--- config.mk ---
export PLATFORM = sky130hd
export DESIGN_NAME = mux_nx1_pipe
export DESIGN_NICKNAME = d
export VERILOG_FILES = /design/src/rtl/mux_nx1_pipe.sv
export SDC_FILE = /design/constraint.sdc
export NUM_CORES = 1
export LEC_CHECK = 0
export CAP_MARGIN = 20
export CORE_MARGIN = 2
export CORE_UTILIZATION = 60
export CTS_CLUSTER_DIAMETER = 30
export DETAILED_ROUTE_END_ITERATION = 10
export DONT_BUFFER_PORTS = 1
export PLACE_DENSITY = 0.79
export SLEW_MARGIN = 30
export SYNTH_ARGS = -nofsm -noshare
export SYNTH_HDL_FRONTEND = slang
export SYNTH_SLANG_ARGS = --single-unit
--- constraint.sdc ---
create_clock -name clk -period 2.3 [get_ports clk]
set_input_delay 0.345 -clock clk [delete_from_list [all_inputs] [get_ports clk]]
set_output_delay 0.345 -clock clk [all_outputs]
set_load 0.03 [all_outputs]
--- src/rtl/mux_nx1_pipe.sv ---
// mux_nx1_pipe: N-input, WIDTH-bit selector with a registered output and a
// valid/ready handshake on both sides. A two-entry store (output register
// plus one skid register) gives full throughput while in_ready comes
// straight from a flop, so there is no combinational ready path from the
// consumer back to the producer. An out-of-range select yields a zero word
// with out_err set instead of aliasing onto a real input.
module mux_nx1_pipe #(
    parameter int WIDTH = 32,
    parameter int N_IN  = 4,
    parameter int SEL_W = 2
) (
    input  logic                  clk,
    input  logic                  rst,
    input  logic                  in_valid,
    output logic                  in_ready,
    input  logic [SEL_W-1:0]      sel,
    input  logic [N_IN*WIDTH-1:0] data_in,
    output logic                  out_valid,
    input  logic                  out_ready,
    output logic [WIDTH-1:0]      data_out,
    output logic                  out_err
);

    // EMPTY: nothing held; ONE: word in OUT; FULL: words in OUT and SKD.
    typedef enum logic [1:0] {
        EMPTY = 2'd0,
        ONE   = 2'd1,
        FULL  = 2'd2
    } state_t;

    state_t             state_reg;
    logic [WIDTH-1:0]   out_data_reg;
    logic               out_err_reg;
    logic [WIDTH-1:0]   skd_data_reg;
    logic               skd_err_reg;
    logic               in_ready_reg;
    logic               out_valid_reg;

    logic [WIDTH-1:0]   in_words [N_IN];
    logic [WIDTH-1:0]   sel_word;
    logic               sel_err;
    logic               accept;
    logic               drain;

    // Unpack the flat input bus into one word per input.
    generate
        for (genvar gi = 0; gi < N_IN; gi++) begin : g_unpack
            assign in_words[gi] = data_in[gi*WIDTH +: WIDTH];
        end
    endgenerate

    // Select the addressed word; any index with no matching input gives 0 and err.
    always_comb begin
        sel_word = '0;
        sel_err  = 1'b1;
        for (int k = 0; k < N_IN; k++) begin
            if (32'(sel) == k) begin
                sel_word = in_words[k];
                sel_err  = 1'b0;
            end
        end
    end

    assign accept = in_valid & in_ready_reg;
    assign drain  = out_valid_reg & out_ready;

    // Handshake state machine; registers load only on accept/drain, so
    // sel/data_in are ignored whenever in_valid is low.
    always_ff @(posedge clk or posedge rst) begin
        if (rst) begin
            state_reg     <= EMPTY;
            in_ready_reg  <= 1'b1;
            out_valid_reg <= 1'b0;
            out_data_reg  <= '0;
            out_err_reg   <= 1'b0;
            skd_data_reg  <= '0;
            skd_err_reg   <= 1'b0;
        end else begin
            unique case (state_reg)
                EMPTY: begin
                    if (accept) begin
                        out_data_reg  <= sel_word;
                        out_err_reg   <= sel_err;
                        out_valid_reg <= 1'b1;
                        state_reg     <= ONE;
                    end
                end
                ONE: begin
                    if (accept && drain) begin
                        out_data_reg <= sel_word;
                        out_err_reg  <= sel_err;
                    end else if (accept) begin
                        skd_data_reg <= sel_word;
                        skd_err_reg  <= sel_err;
                        in_ready_reg <= 1'b0;
                        state_reg    <= FULL;
                    end else if (drain) begin
                        out_valid_reg <= 1'b0;
                        state_reg     <= EMPTY;
                    end
                end
                FULL: begin
                    // in_ready is low here, so only a drain can move things.
                    if (drain) begin
                        out_data_reg <= skd_data_reg;
                        out_err_reg  <= skd_err_reg;
                        in_ready_reg <= 1'b1;
                        state_reg    <= ONE;
                    end
                end
                default: begin
                    in_ready_reg  <= 1'b1;
                    out_valid_reg <= 1'b0;
                    state_reg     <= EMPTY;
                end
            endcase
        end
    end

    assign in_ready  = in_ready_reg;
    assign out_valid = out_valid_reg;
    assign data_out  = out_data_reg;
    assign out_err   = out_err_reg;

endmodule

; Yosys cells after proc, flatten, opt, wreduce, memory -nomap -nowiden
; Index checks and enable logic that the tools add are counted.
[totals]
rom_bits = 0
out_inout_bits = 35
regBits = 70
memories = 0
latchBits = 0
ram_bits = 0
elab_cells = 65
inputBits = 134
[op_classes]
add_sub_neg = 0
mul = 0
n_bitwise = 5
div = 0
shift = 0
reduce_logical = 9
order_cmp = 0
muxes = 31
eq_ne = 13
[op_table]
columns = operator, n
row1 = two-way mux 32 bit, 7
row2 = one-hot mux 32 bit (3 select lines), 1
row3 = two-way mux 1 bit, 14
row4 = "!= test 2 bit, second input constant", 7
row5 = AND reduction 4 bit, 3
row6 = two-way mux 2 bit, 5
row7 = one-hot mux 1 bit (3 select lines), 3
row8 = "== test 2 bit, second input constant", 3
row9 = one-hot mux 2 bit (3 select lines), 1
row10 = AND reduction 5 bit, 1
row11 = "== test 2 x 1 -> 1 bit, second input constant", 2
row12 = logical NOT 2 bit, 2
row13 = "!= test 3 bit, second input constant", 1
row14 = inverter 1 bit, 3
row15 = AND reduction 3 bit, 1
row16 = nonzero test 3 bit, 1
row17 = bitwise AND 1 bit, 2
row18 = logical AND 1 bit, 1

; Logic depth before layout (Yosys ltp)
[logic_depth]
ltp_word = 7
ltp_mapped = 7
depth_no_buf = 4

; Worst setup path before layout
; OpenSTA, ideal clock, no wires.
[synth_timing]
path_type = reg2reg
startpoint = register in_ready_reg (netlist: in_ready)
endpoint = register out_data_reg[24] (netlist: data_out[24])
path_stages_with_launch = 6
period_less_slack_ps = 1749
n_path_buf = 1
required_time_ps = 2172
setup_time_ps = 128
path_slack_ps = 551
t_arrival_ps = 1621
path_cell_list = dfstp_2 and3b_1 o21ba_1 a21oi_4 buf_6 mux2_1
[synth_via]
elab_chain_cells = 4
elab_cells_between_ends = 5
classes_between = eq/ne (2) / bitwise (1) / reduce/logical (2)
[synth_rtl]
columns = element, line
row1 = "start, declared", 36  ; logic in_ready_reg;
row2 = "start signal, assigned", 72  ; in_ready_reg <= 1'b1;
row3 = "start signal, assigned", 95  ; in_ready_reg <= 1'b0;
row4 = "start signal, assigned", 107  ; in_ready_reg <= 1'b1;
row5 = bitwise AND 1 bit *, 64  ; assign accept = in_valid & in_ready_reg;
row6 = logical AND 1 bit, 89  ; if (accept && drain) begin
row7 = != test 2 bit (no source line), --
row8 = AND reduction 4 bit (no source line) *, --
row9 = "end signal, assigned", 82  ; out_data_reg <= sel_word;
row10 = "end signal, assigned", 90  ; out_data_reg <= sel_word;
row11 = "end signal, assigned", 105  ; out_data_reg <= skd_data_reg;
row12 = "end, declared", 32  ; logic [WIDTH-1:0] out_data_reg;
; Mark *: on every way between the ends. The rest lies on a longest branch, timed or not.
; A chain may end at the register's enable or synchronous reset.

; Worst setup path in the final report
[layout_timing]
startpoint = register in_ready_reg (netlist: in_ready)
endpoint = register out_data_reg[28] (netlist: data_out[28])
; The elaborated chain is that of the path after synthesis.

==> key figures <==
Detailed routing
  – WL final: 8867 um
  – Vias: 2876
  – Routed Antenna Nets: 0
  – Drt first pass iters: 4
  – Routed wire per std cell: 19.49 um
  – Drt drc: 0
  – Initial DRC Count: 79
  – Vias per std cell: 6.321

Clock tree
  – Total CTS buffers: 9
  – Clock net sink count: 70
  – Setup Buffers After CTS: 0
  – CTS tree: done
  – Max clock buf depth: 2
  – Clk slew on worst S/H paths: 0.07 ns
  – H-tree levels: 3
  – Post-CTS sizing: 0
  – Clk Latency, worst-skew pair: 0.32 ns
  – Root Driver: clkbuf_8

Timing
  – Fin crit share: 82.91%
  – Setup Skew: 0.009811 ns
  – Hold WS: 0.2266 ns
  – Worst-Margin Slew: 0.5145 ns
  – Fmax: 524.4 MHz
  – RSZ-0062 raised after global routing: no
  – Shortest period the worst path allows: 1.907 ns
  – Max transition margin: 65.63%
  – Setup ws final: 0.3931 ns
  – Final Max Slew Viols: 0
  – Final Hold Vio Count: 0
  – Setup violations, final: 0
  – Total negative slack: 0 ns

Placed design
  – Placed cell area: 4227 um^2
  – Post-place setup slack: 0.4055 ns
  – Routability cong.: 0.7962
  – DP HPWL: 6083 um
  – Dpl cells: 438
  – Port bufs: 0

Synth
  – Post-Syn Area per Cell: 11.59 um^2
  – Mapped Nets: 496
  – Seq cells post-synth: 70
  – Number of flops mapped to enable cells by yosys: 0
  – Ys flop type: dfrtp_1
  – Syn Inst Count: 362
  – Synthesis Warnings: 0
  – FFs w/ async S/R, synth: 100.0%
  – Seq/Total Area, Yosys: 41.78%
  – Cell area after synthesis: 4195 um^2
  – Post-synth top area share: 41.16%
  – Synth cell types: 30
  – Cell type with the largest total area after synthesis: dfrtp_1
  – Synth top area cells: dfrtp_1, mux2i_1, mux2_2, a221oi_1, nor2_1

Pwr
  – Sw power: 0.5328 mW
  – Int Power: 2.037 mW
  – Reg power frac: 47.9%
  – Combinational Power Share: 6.9%
  – Clock share of power: 45.2%
  – Pleak: 2.242 nW
  – VDD IR-drop max: 0.3944 mV
  – Sw Ratio: 20.74%
  – PD cells: 574.4 nW/um^2

Setup path
  – CP peak stage delay: 0.66 ns
  – Worst endpoint data arrival time: 2.11 ns
  – Critical path, cell by cell: and3b_1 > o21ba_1 > a21oi_4 > buf_4 > mux2_1
  – Worst Path Required: 2.51 ns
  – Critical path's slowest cell: dfstp_2
  – CP startpoint kind: register
  – Critical-path maximum fanout: 16
  – Critical path class: register to register
  – Worst setup EP type: register

Cells and area
  – Most common cell after layout, fill and taps aside: mux2i_1
  – Layout cells sized above 1: 25.63%
  – Area delta synth->final: 6.621%
  – Total Nets Final: 488
  – Final Cell Area: 4473 um^2
  – Fillers: 538
  – Most frequent cells in the layout: mux2i_1, dfrtp_1, mux2_2
  – Fin cells: 455
  – Area occupied by multi-input gates: 2270 um^2
  – N_diodes: 0
  – Sequential cell area: 1753 um^2

Floorplan
  – Chip height: 87.62 um
  – Die area: 7677 um^2
  – Core Box Area: 6794 um^2
  – Die X: 87.62 um
  – Initial Utilization: 61.75%
  – Std-Cell Rows: 30
  – IO Pins: 169

GRT
  – Gr usage total: 22.98%
  – First-pass GRT wire length: 13770 um
  – Largest net degree at the start of global routing: 65
  – Vias in the first global route: 2914
  – Grt ovf: 0
  – Initial antenna violation count: 0

Job
  – Maxcap violations: 0

Worst hold path
  – Hold Crit Class: primary input to register

Outcome
  – Status: completed
[through the flow]
stage,power [mW],util (%)
floorplan,1.442,-
global placement,1.429,62.21
detailed placement,1.435,62.21
CTS,2.594,65.84
global route,2.678,65.84
finish,2.569,65.84
[worst max-delay path: cells and delay by family (launching register included)]
kind            cells  cell delay (ns)
simple gates        1             0.32
flops               1             0.66
mux                 1             0.33
buf+inv             1             0.21
compound gates      2             0.27
[power groups by stage]
stage               registers (mW)  logic (mW)  clock network, mW
finish                        1.23       0.178               1.16
global route                  1.23       0.200               1.25
CTS                           1.23       0.183               1.18
detailed placement            1.25       0.181                  0
global placement              1.25       0.175                  0
floorplan                     1.25       0.188                  0
[layer usage]
| layer | vias to the layer above | part of all wire, % | track usage (%) | routed length, um |
|---|---|---|---|---|
| li1 | 1337 | - | - | - |
| met1 | 1415 | 41 | 27.77 | 3624 |
| met2 | 116 | 52 | 40.77 | 4597 |
| met3 | 8 | 6.6 | 5.749 | 588 |
| met4 | 0 | 0.64 | 6.434 | 57 |
| met5 | - | 0 | 0 | 0 |
[cell families (layout without fill, tap and decap cells)]
logic type             Yosys count  after routing  synth area share, %
flip-flops                      70             70                41.78
buffers and inverters           30             27                4.295
multiplexers                   152            152                38.17
AND/OR/NAND/NOR                 61             61                6.532
AO/OA/AOI/OAI                   49             49                9.216
[layout make-up]
class | count | area share, %
clock buffers | 9 | 2.769
clock inverters | 7 | 2.517
inverters | 1 | 0.08392
multi-input cells | 262 | 50.74
flip-flops and latches | 70 | 39.19
well taps | 96 | 2.685
repair buffers | 10 | 2.014
[repair_timing]
item / 4_1_cts / 5_1_grt
hold buffers: 1 / 0
hold endpoints to repair: 7 / 0
endpoints found under the setup margin: 0 / 0
[synth_stat cells (all sizes together), types with 4 or more instances]
master	number
nor2	39
a221oi	28
buf	22
dfrtp	69
o21ai	6
nor3b	4
a211oi	4
clkbuf	7
nand2	7
mux2	64
mux2i	88
a21oi	7
[path summary, 6_finish.rpt]
kind / startpoint / to / slack (ns) / depth (start not counted)
hold reg to reg: skd_data_reg[25] / skd_data_reg[25] / 0.50 / 2
setup / recovery: in_ready / data_out[28] / 0.39 / 5
hold / removal: sel[0] / skd_data_reg[25] / 0.23 / 2
setup reg to reg: in_ready / data_out[28] / 0.39 / 5
max in group asynchronous: rst / data_out[13] / 1.27 / 3
min in group asynchronous: rst / data_out[14] / 0.38 / 2
Power figures use the tool's default switching activity.
